===== src/rtl/alu_pkg.sv =====
// alu_pkg: ALUControl codes and port indices shared by the ALU arbiter slice
package alu_pkg;
    localparam logic [2:0] ALU_ADD = 3'b000;
    localparam logic [2:0] ALU_SUB = 3'b001;
    localparam logic [2:0] ALU_AND = 3'b010;
    localparam logic [2:0] ALU_OR = 3'b011;
    localparam logic [2:0] ALU_SLT = 3'b101;
    localparam logic [2:0] ALU_IDLE_CTRL = ALU_ADD;
    localparam int P_EX = 0;
    localparam int P_AUX = 1;
endpackage


===== src/rtl/alu_arbiter_if.sv =====
// alu_arbiter_if: two-port request/response bus between requesters and the ALU arbiter
interface alu_arbiter_if #(
    parameter int WIDTH = 32,
    parameter int CTRL_W = 3
);
    logic [1:0] req_valid;
    logic [1:0] req_ready;
    logic [CTRL_W-1:0] req_ctrl0;
    logic [CTRL_W-1:0] req_ctrl1;
    logic [WIDTH-1:0] req_a0;
    logic [WIDTH-1:0] req_a1;
    logic [WIDTH-1:0] req_b0;
    logic [WIDTH-1:0] req_b1;
    logic [1:0] rsp_valid;
    logic [1:0] rsp_ready;
    logic [WIDTH-1:0] rsp_data0;
    logic [WIDTH-1:0] rsp_data1;
    logic [1:0] rsp_zero;
    modport master (
        output req_valid, req_ctrl0, req_ctrl1, req_a0, req_a1, req_b0, req_b1, rsp_ready,
        input req_ready, rsp_valid, rsp_data0, rsp_data1, rsp_zero
    );
    modport slave (
        input req_valid, req_ctrl0, req_ctrl1, req_a0, req_a1, req_b0, req_b1, rsp_ready,
        output req_ready, rsp_valid, rsp_data0, rsp_data1, rsp_zero
    );
endinterface


===== src/rtl/rr_arb2.sv =====
// rr_arb2: two-way round-robin grant; pointer flips to the other port after each grant
module rr_arb2 (
    input logic clk,
    input logic rst,
    input logic [1:0] elig,
    output logic [1:0] grant
);
    logic rr_ptr;
    always_comb grant = (&elig) ? (rr_ptr ? 2'b10 : 2'b01) : elig;
    always_ff @(posedge clk)
        if (!rst) rr_ptr <= 1'b0;
        else if (|grant) rr_ptr <= grant[0];
endmodule


===== src/rtl/alu_arbiter.sv =====
// alu_arbiter: shares one ALU between two ports with round-robin grant and per-port response slots
module alu_arbiter
    import alu_pkg::*;
#(
    parameter int WIDTH = 32,
    parameter int CTRL_W = 3
) (
    input logic clk,
    input logic rst,
    alu_arbiter_if.slave bus,
    output logic [CTRL_W-1:0] alu_ctrl,
    output logic [WIDTH-1:0] alu_a,
    output logic [WIDTH-1:0] alu_b,
    input logic [WIDTH-1:0] alu_result,
    input logic alu_zero
);
    logic [1:0] elig;
    logic [1:0] grant;
    // a port may issue only while its slot is empty or being drained this cycle
    assign elig = {2{rst}} & bus.req_valid & (~bus.rsp_valid | bus.rsp_ready);
    rr_arb2 u_rr (.clk(clk), .rst(rst), .elig(elig), .grant(grant));
    assign bus.req_ready = grant;
    always_comb begin
        alu_ctrl = grant[P_AUX] ? bus.req_ctrl1 : grant[P_EX] ? bus.req_ctrl0 : CTRL_W'(ALU_IDLE_CTRL);
        alu_a = grant[P_AUX] ? bus.req_a1 : grant[P_EX] ? bus.req_a0 : '0;
        alu_b = grant[P_AUX] ? bus.req_b1 : grant[P_EX] ? bus.req_b0 : '0;
    end
    for (genvar i = 0; i < 2; i++) begin : g_slot
        logic v;
        logic z;
        logic [WIDTH-1:0] d;
        always_ff @(posedge clk)
            if (!rst) begin
                v <= 1'b0;
                z <= 1'b0;
                d <= '0;
            end else if (grant[i]) begin
                v <= 1'b1;
                z <= alu_zero;
                d <= alu_result;
            end else if (bus.rsp_ready[i]) v <= 1'b0;
        assign bus.rsp_valid[i] = v;
        assign bus.rsp_zero[i] = z;
    end
    assign bus.rsp_data0 = g_slot[0].d;
    assign bus.rsp_data1 = g_slot[1].d;
endmodule


===== src/flat_wrapper.sv =====
// flat-port wrapper written by rule: the top's interface ports become plain ports
module alu_arbiter_flat import alu_pkg::*;
#(
    parameter int WIDTH = 32,
    parameter int CTRL_W = 3
)
  (clk, rst, alu_ctrl, alu_a, alu_b, alu_result, alu_zero, bus_req_valid, bus_req_ctrl0, bus_req_ctrl1, bus_req_a0, bus_req_a1, bus_req_b0, bus_req_b1, bus_rsp_ready, bus_req_ready, bus_rsp_valid, bus_rsp_data0, bus_rsp_data1, bus_rsp_zero);
  alu_arbiter_if #(.WIDTH(WIDTH), .CTRL_W(CTRL_W)) bus_i ();
  input logic clk;
  input logic rst;
  output logic [CTRL_W-1:0] alu_ctrl;
  output logic [WIDTH-1:0] alu_a;
  output logic [WIDTH-1:0] alu_b;
  input logic [WIDTH-1:0] alu_result;
  input logic alu_zero;
  input wire logic [$bits(bus_i.req_valid)-1:0] bus_req_valid;
  input wire logic [$bits(bus_i.req_ctrl0)-1:0] bus_req_ctrl0;
  input wire logic [$bits(bus_i.req_ctrl1)-1:0] bus_req_ctrl1;
  input wire logic [$bits(bus_i.req_a0)-1:0] bus_req_a0;
  input wire logic [$bits(bus_i.req_a1)-1:0] bus_req_a1;
  input wire logic [$bits(bus_i.req_b0)-1:0] bus_req_b0;
  input wire logic [$bits(bus_i.req_b1)-1:0] bus_req_b1;
  input wire logic [$bits(bus_i.rsp_ready)-1:0] bus_rsp_ready;
  output wire logic [$bits(bus_i.req_ready)-1:0] bus_req_ready;
  output wire logic [$bits(bus_i.rsp_valid)-1:0] bus_rsp_valid;
  output wire logic [$bits(bus_i.rsp_data0)-1:0] bus_rsp_data0;
  output wire logic [$bits(bus_i.rsp_data1)-1:0] bus_rsp_data1;
  output wire logic [$bits(bus_i.rsp_zero)-1:0] bus_rsp_zero;
  assign bus_i.req_valid = bus_req_valid;
  assign bus_i.req_ctrl0 = bus_req_ctrl0;
  assign bus_i.req_ctrl1 = bus_req_ctrl1;
  assign bus_i.req_a0 = bus_req_a0;
  assign bus_i.req_a1 = bus_req_a1;
  assign bus_i.req_b0 = bus_req_b0;
  assign bus_i.req_b1 = bus_req_b1;
  assign bus_i.rsp_ready = bus_rsp_ready;
  assign bus_req_ready = bus_i.req_ready;
  assign bus_rsp_valid = bus_i.rsp_valid;
  assign bus_rsp_data0 = bus_i.rsp_data0;
  assign bus_rsp_data1 = bus_i.rsp_data1;
  assign bus_rsp_zero = bus_i.rsp_zero;
  alu_arbiter #(.WIDTH(WIDTH), .CTRL_W(CTRL_W)) u_core (.clk(clk), .rst(rst), .bus(bus_i), .alu_ctrl(alu_ctrl), .alu_a(alu_a), .alu_b(alu_b), .alu_result(alu_result), .alu_zero(alu_zero));
endmodule

===== config.mk =====
export PLATFORM = sky130hd
export DESIGN_NAME = alu_arbiter_flat
export DESIGN_NICKNAME = d
export VERILOG_FILES = /design/src/rtl/alu_pkg.sv /design/src/rtl/alu_arbiter_if.sv /design/src/rtl/rr_arb2.sv /design/src/rtl/alu_arbiter.sv /design/src/flat_wrapper.sv
export SDC_FILE = /design/constraint.sdc
export NUM_CORES = 1
export LEC_CHECK = 0
export ABC_AREA = 0
export CAP_MARGIN = 20
export CORE_AREA = 2 2 119 121
export CTS_BUF_LIST = sky130_fd_sc_hd__clkbuf_16
export DETAILED_ROUTE_END_ITERATION = 8
export DIE_AREA = 0 0 121 123
export PLACE_DENSITY = 0.7
export SLEW_MARGIN = 20
export SYNTH_ARGS = -nofsm -noshare
export SYNTH_HDL_FRONTEND = slang
export SYNTH_SLANG_ARGS = --single-unit

===== constraint.sdc =====
create_clock -name clk -period 2.72 [get_ports clk]
set_input_delay 0.544 -clock clk [delete_from_list [all_inputs] [get_ports clk]]
set_output_delay 0.544 -clock clk [all_outputs]
set_load 0.01 [all_outputs]

* Word level (Yosys, flattened, before mapping)
Index checks and enable logic that the tools add are counted.
** Word-level totals
- Output and inout bits :: 137
- RAM bits :: 0
- Bits in latches :: 0
- Memories :: 0
- Word-level logic and storage cells :: 27
- Memory bits (read-only) :: 0
- Flip-flop bits (word level) :: 69
- Input port bits :: 173
** Operators by class
- Multiplexer cells :: 12
- Reductions and logical operators :: 4
- Shifts and indexed selects :: 0
- Equal/unequal tests :: 0
- $mul :: 0
- Add/sub/neg operators :: 0
- $lt $le $gt $ge :: 0
- Bitwise operators :: 4
- Divide/modulo/power cells :: 0
** Operators with widths (count)
- two-way mux 32 bit :: 4
- two-way mux 3 bit :: 2
- AND 2 bit :: 2
- two-way mux 1 bit :: 4
- two-way mux 2 bit :: 2
- nonzero test 2 bit :: 2
- inverter 2 bit :: 1
- OR 2 bit :: 1
- AND reduction 2 bit :: 1
- OR reduction 2 bit :: 1

* Longest topological paths before layout
- Depth after elaboration :: 7
- Gate-level depth with buffers :: 5
- Gate-level depth less buffers :: 3

* Hierarchy
From an unflattened synthesis, not the netlist that was laid out.
** Second synthesis, totals
- Cells, all modules :: 315
- Area total of the unflattened synthesis :: 3383.2 um^2
** Modules (own cells, without submodules)
- alu_arbiter :: cells an instance 309, area an instance 3334.4 um^2, sequential area each 1361.3 um^2, times used 1
- rr_arb2 :: cells an instance 6, area an instance 48.8 um^2, sequential area each 20.0 um^2, times used 1

* Worst setup path before layout
No wires, ideal clock.
- Kind :: in2out
- From :: input port bus_rsp_ready[1]
- To :: output port alu_a[0]
- Data required time :: 2176 ps
- Buffers on the path :: 2
- Arrival time :: 1644 ps
- Stages :: 5
- Slack :: 532 ps
- Cells stage by stage :: nand2b_4 a311o_1 buf_2 buf_2 o22ai_1
** Between the ends
- Longest elaborated chain between the ends :: 6
** Ends and longest elaborated chain
- start: declaration :: line flat_wrapper.sv:23 : input wire logic [$bits(bus_i.rsp_ready)-1:0] bus_rsp_ready;
- OR 2 bit * :: line alu_arbiter.sv:20 : assign elig = {2{rst}} & bus.req_valid & (~bus.rsp_valid | bus.rsp_ready);
- AND 2 bit * :: line alu_arbiter.sv:20
- AND reduction 2 bit :: line rr_arb2.sv:9 : always_comb grant = (&elig) ? (rr_ptr ? 2'b10 : 2'b01) : elig;
- two-way mux 2 bit * :: line rr_arb2.sv:9
- two-way mux 32 bit :: line alu_arbiter.sv:25 : alu_a = grant[P_AUX] ? bus.req_a1 : grant[P_EX] ? bus.req_a0 : '0;
- two-way mux 32 bit * :: line alu_arbiter.sv:25
- end: declaration :: line flat_wrapper.sv:12 : output logic [WIDTH-1:0] alu_a;
Every way passes the cells marked *; elsewhere a longest branch is shown, timed or not.

* Worst setup path in the final report
- From :: input port bus_rsp_ready[1]
- To :: output port alu_b[20]
** Between the ends
- Longest elaborated chain between the ends :: 6
** Ends and longest elaborated chain
- OR 2 bit * :: line alu_arbiter.sv:20
- AND 2 bit * :: line alu_arbiter.sv:20
- AND reduction 2 bit :: line rr_arb2.sv:9
- two-way mux 2 bit * :: line rr_arb2.sv:9
- two-way mux 32 bit :: line alu_arbiter.sv:26 : alu_b = grant[P_AUX] ? bus.req_b1 : grant[P_EX] ? bus.req_b0 : '0;
- two-way mux 32 bit * :: line alu_arbiter.sv:26
- end: declaration :: line flat_wrapper.sv:13 : output logic [WIDTH-1:0] alu_b;
Marks and branches as above.

==> results.cfg <==
[routing]
ant_nets = 0
routed-via-count = 4750
drtPass1Iterations = 5
drc = 0
drt_wl_total_mm = 16.23
viasPerCell = 4.803
wl_per_cell_um = 16.41
drt-initial-drc-count = 281

[critical_path]
r2r_cells = 5
worstSetupEndpointType = output port
cp_slowest_cell = a311o_2
path_cells = dlygate4sd2_1 -> nand2b_4 -> a311o_2 -> buf_16 -> buf_6 -> o22ai_1 -> buf_2
rr_endpoint = u_core.bus.rsp_data0[0]
path_delay_family = buffers and inverters
required_ns = 2.18
worstPathArrival_ns = 2.14
crit_buf_inv = 4
crit_type = in2out
reg2reg_slack_ns = 0.72
cpPeakStageDelay_ns = 0.53
r2r_start = u_core.g_slot[0].v
crit_path_start_kind = input pin
cp_max_fo = 9

[floorplanning]
dieArea_mm2 = 0.01488
start_util = 0.2704
die_w_um = 121
core.rowCount = 43
io_pins = 310
core_mm2 = 0.01361
die_y_um = 123

[finish]
final_cell_count_no_fill = 989
regArea_mm2 = 0.001381
area_growth_pct = 101.4
drive_gt1_frac = 0.1324
nFillCells = 1256
nNetsFinal = 976
multi_input_area_mm2 = 0.002078

[clock_network]
path_clk_slew_ns = 0.05
h-tree-depth = 3
cts_root_buffer = clkbuf_16
numCtsBuffers = 9
cts_tree = built
cts.sinks = 69
cts_buffer_depth = 2
worstSkewPairLatency_ns = 0.33

[logic_synthesis]
yosysSeqAreaShare = 0.3753
synth.top_cells.by_area = dfxtp_1 38%, nand2_1 24%, mux2i_1 18%
synth_seq_cells = 69
synthTopCellsByCount = 233 x nand2_1, 69 x dfxtp_1, 67 x o22ai_1
async_reset_ff_frac = 0
synth_edf_count = 0
yosys_warnings = 0
synth_cell_types = 17
synth.avg_cell_area_um2 = 7.362
synth_top_area_share = 0.3753
synthesis.area_mm2 = 0.003681
yosys.cell_count.top_type = nand2_1
synthCells = 500
synth_top_area_cell = dfxtp_1
synth_nets = 673
synth_flop_cell = dfxtp_1

[global_route]
grt_antenna_before_repair = 1
grt_overflow = 0
track_usage = 0.2012
grt_pass1_vias = 4630
grt_pass1_wl_mm = 23.81
grt_max_degree = 90

[sta]
fin_setup_tns_ns = 0
timing.final.crit_share = 0.9874
slew_headroom = 0.4180
whs_ns = 0.4566
layout_min_cycle_time_ns = 2.686
finalHoldViolCount = 0
drv_slew = 0
clock.fmax_ghz = 0.3723
max_slew.worst_pin.slew_ns = 0.8731
setup_viol = 0
rsz0062_at_grt = no
skew_ns = 0.008450

[placement]
finalWeightedCongestion = 0.8907
dpl.cell_count = 957
portBuffers = 309
dp_hpwl_mm = 11.60

[hold_path]
worst_hold_path.num_cells = 2
hold_path_end = u_core.bus.rsp_data1[4]
worstHoldStart = u_core.bus.rsp_data1[4]
hold_class = reg2reg

[pwr]
irDropWorstVdd_mv = 0.3219
internal-power_mw = 2.433
swShare = 0.2807
p_clk_frac = 0.343
seq_power_share = 0.333
switchingPower_mw = 0.9495
p_leak_nw = 3.274
pwr-share-comb = 0.324
p_per_area_mw_per_mm2 = 456.2

[run]
maxCapViolCount = 0

[status]
status = completed
==> area by class of cell <==
type / count / area share
repair buffers: 343 / 0.4613
multi-input cells: 378 / 0.2803
flip-flops and latches: 69 / 0.1863
clock buffers: 9 / 0.03038
well taps: 180 / 0.03038
clock inverters: 7 / 0.009958
inverters: 2 / 0.001013
diodes: 1 / 0.0003376
==> worst max path at each step <==
stage,from,to,slack (ns),cells past startpoint
after floorplan,bus_rsp_ready[1],alu_a[0],0.53,5
after global placement,bus_rsp_ready[1],alu_a[26],-0.36,6
after detailed placement,bus_rsp_ready[1],alu_a[26],-0.41,6
after CTS,bus_rsp_ready[1],alu_a[26],-0.02,6
after global routing,bus_rsp_ready[1],alu_b[31],0.003,7
final,bus_rsp_ready[1],alu_b[20],0.03,7
==> kinds of logic after synthesis <==
logic type	Yosys count	synth area share
flops	69	0.3753
compound gates	73	0.1275
mux	66	0.1795
buf+inv	54	0.07104
simple gates	238	0.2468
==> metrics by stage <==
step | utilization | area (um2) | setup slack (ns) | power (mW)
2_1_floorplan | - | 3681 | 0.5324 | 1.560
3_3_place_gp | 0.5112 | 6958 | -0.3551 | 2.173
3_5_place_dp | 0.5112 | 6958 | -0.4118 | 2.191
4_1_cts | 0.5398 | 7347 | -0.02009 | 3.391
5_1_grt | 0.5446 | 7413 | 0.002601 | 3.535
6_report | 0.5446 | 7413 | 0.03414 | 3.382
==> worst reg2reg max path, cell delays in order (launching register included) <==
cell and delay, ns:
dfxtp_1 0.37, nor2b_1 0.25, a311o_1 0.41, buf_4 0.19
buf_4 0.42, mux2i_1 0.29
==> flip-flops by register name (all words and copies together), names as in the netlist <==
name,flops
u_core.g_slot.v,2
u_core.bus.rsp_data1,32
u_core.u_rr.rr_ptr,1
u_core.g_slot.z,2
u_core.bus.rsp_data0,32
==> timing repair <==
action,CTS,global route
gates resized for setup,222,6
pin swaps,2,1
hold buffers,0,0
gates cloned,5,3
buffers inserted,7,0
endpoints found under the setup margin,69,7
==> metal layers <==
metal  share of wire  global-route usage  vias up
met5               0                   0        -
met4           0.027             0.07558        0
met3            0.11             0.07980       30
met2            0.48              0.3522      236
met1            0.38              0.2193     2202
li1                -                   -     2282
==> power groups by stage <==
| stage | Clock [mW] | Sequential [mW] | Combinational (mW) |
|---|---|---|---|
| 2_1_floorplan | 0 | 1.18 | 0.385 |
| 3_3_place_gp | 0 | 1.14 | 1.03 |
| 3_5_place_dp | 0 | 1.15 | 1.04 |
| 4_1_cts | 1.19 | 1.13 | 1.08 |
| 5_1_grt | 1.23 | 1.14 | 1.17 |
| 6_report | 1.16 | 1.13 | 1.09 |
==> layout by cell type, fill, tap and decap left out, types with 3 or more instances in the layout <==
| cell type | synthesis | layout |
|---|---|---|
| a21oi_1 | 3 | 3 |
| buf_12 | 0 | 8 |
| buf_16 | 0 | 5 |
| buf_2 | 17 | 34 |
| buf_4 | 6 | 15 |
| buf_6 | 2 | 4 |
| clkbuf_16 | 0 | 11 |
| clkdlybuf4s15_1 | 0 | 7 |
| clkdlybuf4s15_2 | 0 | 13 |
| clkdlybuf4s50_1 | 0 | 236 |
| dfxtp_1 | 69 | 69 |
| dlygate4sd2_1 | 0 | 16 |
| mux2i_1 | 66 | 66 |
| nand2_1 | 233 | 233 |
| o22ai_1 | 67 | 64 |
| o22ai_2 | 0 | 3 |
Power figures use the tool's default switching activity.
